<file path="src/rtl/rs_encode_stream_in_ctrl.sv">
// Input controller of the streaming RS encoder: takes a block-count request, forwards it to
// the output controller, then streams first/last-tagged data lines through one register stage.
module rs_encode_stream_in_ctrl #(
  parameter int unsigned DATA_W          = 256,
  parameter int unsigned LINES_PER_BLOCK = 7,
  parameter int unsigned BLOCK_CNT_W     = 16
) (
  input  logic                   clk,
  input  logic                   rst,
  input  logic                   src_req_val,
  input  logic [BLOCK_CNT_W-1:0] src_req_num_blocks,
  output logic                   src_req_rdy,
  output logic                   in_ctrl_out_ctrl_val,
  output logic [BLOCK_CNT_W-1:0] in_ctrl_out_ctrl_num_blocks,
  input  logic                   out_ctrl_in_ctrl_rdy,
  input  logic                   src_data_val,
  input  logic [DATA_W-1:0]      src_data,
  output logic                   src_data_rdy,
  output logic                   in_ctrl_line_encode_val,
  output logic [DATA_W-1:0]      in_ctrl_line_encode_data,
  output logic                   in_ctrl_line_encode_first,
  output logic                   in_ctrl_line_encode_last,
  input  logic                   line_encode_in_ctrl_rdy,
  output logic                   busy
);

  localparam int unsigned LINE_CNT_W = $clog2(LINES_PER_BLOCK + 1);
  localparam logic [LINE_CNT_W-1:0] LAST_LINE = LINE_CNT_W'(LINES_PER_BLOCK - 1);

  typedef enum logic [1:0] {
    IDLE   = 2'd0,
    META   = 2'd1,
    STREAM = 2'd2
  } state_t;

  state_t                 state;
  logic [LINE_CNT_W-1:0]  line_cnt;
  logic [BLOCK_CNT_W-1:0] block_cnt;

  logic req_fire;
  logic meta_fire;
  logic data_fire;
  logic drain;
  logic line_first;
  logic line_last;
  logic blk_last;

  // The stage can take a new line whenever it is empty or draining this cycle.
  assign src_data_rdy = (state == STREAM) & (~in_ctrl_line_encode_val | line_encode_in_ctrl_rdy);

  assign req_fire   = src_req_val & src_req_rdy;
  assign meta_fire  = in_ctrl_out_ctrl_val & out_ctrl_in_ctrl_rdy;
  assign data_fire  = src_data_val & src_data_rdy;
  assign drain      = in_ctrl_line_encode_val & line_encode_in_ctrl_rdy;
  assign line_first = (line_cnt == '0);
  assign line_last  = (line_cnt == LAST_LINE);
  assign blk_last   = (block_cnt == in_ctrl_out_ctrl_num_blocks - BLOCK_CNT_W'(1));

  assign busy = (state != IDLE) | in_ctrl_line_encode_val;

  // Request / metadata / streaming control with registered handshake outputs.
  always_ff @(posedge clk) begin
    if (rst) begin
      state                       <= IDLE;
      src_req_rdy                 <= 1'b0;
      in_ctrl_out_ctrl_val        <= 1'b0;
      in_ctrl_out_ctrl_num_blocks <= '0;
      line_cnt                    <= '0;
      block_cnt                   <= '0;
    end else begin
      case (state)
        IDLE: begin
          src_req_rdy <= 1'b1;
          // A zero-block request is consumed without producing any metadata.
          if (req_fire && (src_req_num_blocks != '0)) begin
            state                       <= META;
            src_req_rdy                 <= 1'b0;
            in_ctrl_out_ctrl_val        <= 1'b1;
            in_ctrl_out_ctrl_num_blocks <= src_req_num_blocks;
            line_cnt                    <= '0;
            block_cnt                   <= '0;
          end
        end
        META: begin
          if (meta_fire) begin
            state                <= STREAM;
            in_ctrl_out_ctrl_val <= 1'b0;
          end
        end
        STREAM: begin
          if (data_fire) begin
            if (line_last) begin
              line_cnt  <= '0;
              block_cnt <= block_cnt + BLOCK_CNT_W'(1);
              if (blk_last) begin
                state       <= IDLE;
                src_req_rdy <= 1'b1;
              end
            end else begin
              line_cnt <= line_cnt + LINE_CNT_W'(1);
            end
          end
        end
        default: begin
          state                <= IDLE;
          src_req_rdy          <= 1'b0;
          in_ctrl_out_ctrl_val <= 1'b0;
        end
      endcase
    end
  end

  // Single output stage; a simultaneous drain and load keeps one line per cycle flowing.
  always_ff @(posedge clk) begin
    if (rst) begin
      in_ctrl_line_encode_val   <= 1'b0;
      in_ctrl_line_encode_data  <= '0;
      in_ctrl_line_encode_first <= 1'b0;
      in_ctrl_line_encode_last  <= 1'b0;
    end else if (data_fire) begin
      in_ctrl_line_encode_val   <= 1'b1;
      in_ctrl_line_encode_data  <= src_data;
      in_ctrl_line_encode_first <= line_first;
      in_ctrl_line_encode_last  <= line_last;
    end else if (drain) begin
      in_ctrl_line_encode_val <= 1'b0;
    end
  end

endmodule

</file>
<file path="config.mk">
export PLATFORM = sky130hd
export DESIGN_NAME = rs_encode_stream_in_ctrl
export DESIGN_NICKNAME = d
export VERILOG_FILES = /design/src/rtl/rs_encode_stream_in_ctrl.sv
export SDC_FILE = /design/constraint.sdc
export NUM_CORES = 1
export LEC_CHECK = 0
export CORE_AREA = 2 2 218 220
export CTS_BUF_LIST = sky130_fd_sc_hd__clkbuf_16
export CTS_CLUSTER_DIAMETER = 200
export CTS_CLUSTER_SIZE = 12
export DETAILED_ROUTE_END_ITERATION = 10
export DIE_AREA = 0 0 220 222
export PLACE_DENSITY = 0.66
export SYNTH_ARGS = -nofsm -noshare
export SYNTH_HDL_FRONTEND = slang
export SYNTH_SLANG_ARGS = --single-unit
</file>
<file path="constraint.sdc">
create_clock -name clk -period 2.36 [get_ports clk]
set_clock_uncertainty 0.2 [all_clocks]
set_input_delay 0.354 -clock clk [delete_from_list [all_inputs] [get_ports clk]]
set_output_delay 0.354 -clock clk [all_outputs]
set_load 0.03 [all_outputs]
</file>
==> impl_metrics.env <==
export IMPL_status="finished, violations left"
export IMPL_violations="negative setup slack"
export IMPL_crit_arrival_ps=2600
export IMPL_setup_viol=1
export IMPL_hold_violations=0
export IMPL_worstHoldStart="rst"
export IMPL_rows=79
export IMPL_start_util_pct=23.76
export IMPL_yosysWarnings=0
export IMPL_worst_slack_ps=-13.43
export IMPL_finalSetupTns_ps=-13.43
export IMPL_syn_nets=1683
export IMPL_h_tree_depth=1
export IMPL_drc=0
export IMPL_die_y_um=222
export IMPL_clockBufferDepth=3
export IMPL_start_kind="flip-flop"
export IMPL_yosysTopAreaCellShare_pct=54.28
export IMPL_coreArea_um2=46260
export IMPL_post_route_period_util_pct=100.6
export IMPL_dp_cells=2550
export IMPL_layout_drive_gt1_share_pct=7.092
export IMPL_instances_no_fill=2581
export IMPL_gp_congestion=0.9257
export IMPL_peakVddDrop_mv=0.4430
export IMPL_worst_endpoint_required_ps=2580
export IMPL_cp_max_fo=3
export IMPL_grt_pass1_vias=11080
export IMPL_maxCapViolCount=0
export IMPL_synth_main_ff_cell="dfxtp_1"
export IMPL_clkSinkCount=298
export IMPL_drv_slew=0
export IMPL_reg2reg_slack_ps=-10
export IMPL_drt_wl_total_um=40900
export IMPL_min_period_ps=2373
export IMPL_grt_max_degree=71
export IMPL_synth_common_cells="nand2_1 (546), dfxtp_1 (298), a21oi_1 (285), clkbuf_1 (87), nor2_1 (28)"
export IMPL_drtAntennaViolNets=0
export IMPL_grt_pass1_wl_um=61600
export IMPL_netlist_area_um2=10990
export IMPL_path_class="flip-flop to flip-flop"
export IMPL_root_buffer="clkbuf_16"
export IMPL_synth_edff_count=0
export IMPL_first_iter_violations=641
export IMPL_num_io_pins=557
export IMPL_numPortBuffers=556
export IMPL_routed_via_density=4.462
export IMPL_die_area_um2=48840
export IMPL_dr_pass1_iters=5
export IMPL_grt_usage_pct=15.85
export IMPL_antenna_cells=0
export IMPL_antenna_found_initial=0
export IMPL_grt_overflow_total=0
export IMPL_p_per_area_nw_per_um2=551.5
export IMPL_cts_buffers=28
export IMPL_fin_util_pct=40.21
export IMPL_path_clk_slew_ps=60
export IMPL_ys_seq_area_share_pct=54.28
export IMPL_syn_area_per_cell_um2=7.834
export IMPL_synth_area_leaders="dfxtp_1 (54%), nand2_1 (19%), a21oi_1 (13%), clkbuf_1 (3.0%), xor2_1 (1.7%)"
export IMPL_fp_dieW_um=220
export IMPL_route_detailed_wl_per_inst_um=15.85
export IMPL_yosys_area_top_type="dfxtp_1"
export IMPL_timing_fmax_mhz=421.3
export IMPL_tritoncts="yes"
export IMPL_startpoint="in_ctrl_out_ctrl_num_blocks[7]"
export IMPL_cts_hold_buf=0
export IMPL_relSlewSlack_pct=67.45
export IMPL_syn_inst=1403
export IMPL_p_leak_nw=6.366
export IMPL_rsz0062_at_grt="yes"
export IMPL_hold_path_class="primary input to flip-flop"
export IMPL_synth_distinct_cells=47
export IMPL_clkLatencyLatePin_ps=550
export IMPL_vias=11520
export IMPL_syn_to_final_growth_pct=69.23
export IMPL_reg2reg_from="in_ctrl_out_ctrl_num_blocks[7]"
export IMPL_ys_ff_latch=298
export IMPL_worst_pin_slew_ps=488.2
export IMPL_layout_nets=2254
export IMPL_yosysMostFrequentCell="nand2_1"
export IMPL_place_hpwl_um=31040
export IMPL_synthArstFlopShare_pct=0
export IMPL_critPathCaptureType="flip-flop"
[timing repair]
item                       4_1_cts  5_1_grt
setup endpoints to repair        5        7
setup buffers                    0        1
gates resized for setup          8       11
gates cloned                     0        0
[final timing paths]
kind | end | cells past startpoint
worst max-delay path | state[1] | 7
worst min-delay path | block_cnt[0] | 2
worst max register to register | state[1] | 7
worst min register to register | in_ctrl_line_encode_data[53] | 2
[area by class of cell]
type	count	area (µm²)
sequential	298	5971
inverter	10	37.54
multi-input combinational	997	4666
clock inverter	1	3.754
clock buffer	29	725.7
fill	4598	27660
tap	607	759.5
timing repair buffer	639	6436
[kinds of logic after synthesis]
| family | after synthesis | synth area share (%) |
|---|---|---|
| buf+inv | 108 | 3.780 |
| flops | 298 | 54.28 |
| fa+ha+maj | 2 | 0.2277 |
| compound gates | 313 | 14.89 |
| xor+xnor | 36 | 2.869 |
| simple gates | 646 | 23.95 |
[per-layer routing]
metal	share of wire (%)	routed length (µm)	track usage [%]
met3	7.9	3218	4.239
met4	2.9	1187	4.850
met2	48	19740	27.22
met5	0	0	0
met1	41	16760	19.17
[per-stage QoR]
step	area (µm²)	power (mW)	hold WS [ps]	setup WS, ps
after CTS	18550	10.39	96.49	-18.59
after detailed placement	17810	6.347	245.4	-239.5
final	18600	10.26	115.9	-13.43
after floorplan	11000	5.625	269.7	5.284
after global routing	18600	10.67	114.3	-88.64
after global placement	17810	6.335	240.7	-165.7
[flip-flops by register name, indices dropped and copies added, names as in the netlist]
name and flops:
state 2, in_ctrl_line_encode_first 1, in_ctrl_line_encode_data 256, in_ctrl_line_encode_last 1, block_cnt 16, in_ctrl_out_ctrl_num_blocks 16
line_cnt 3, in_ctrl_line_encode_val 1, in_ctrl_out_ctrl_val 1, src_req_rdy 1
[critical path, cell delays in order (launching register included)]
cell and delay [ps]:
dfxtp_2 320, or4_4 550, or4_4 460, nor3_4 150, xnor2_1 150, nand4_1 150, nor3_2 190, o31ai_1 90
[power breakdown]
group	leakage, nW	internal, mW	total, mW	switching (mW)
logic	3.60	0.672	1.16	0.486
registers	2.40	5.07	5.11	0.0387
clock network	0.359	2.14	3.99	1.85
[placed cells by master (no fill, tap or decap), types with 3 or more instances in the layout]
cell type	n
clkbuf_16	29
nand4_1	6
buf_4	65
nor2_1	27
xnor2_1	15
inv_1	10
or3_1	6
nand2_1	545
o21ai_0	9
nor4_1	4
dfxtp_1	294
dfxtp_2	4
and3_1	5
a21oi_1	284
clkdlybuf4s50_1	547
dlymetal6s2s_1	4
nor3_2	4
buf_12	19
nor2b_1	3
nand3_1	27
xor2_1	21
(Power assumes the default switching activity.)
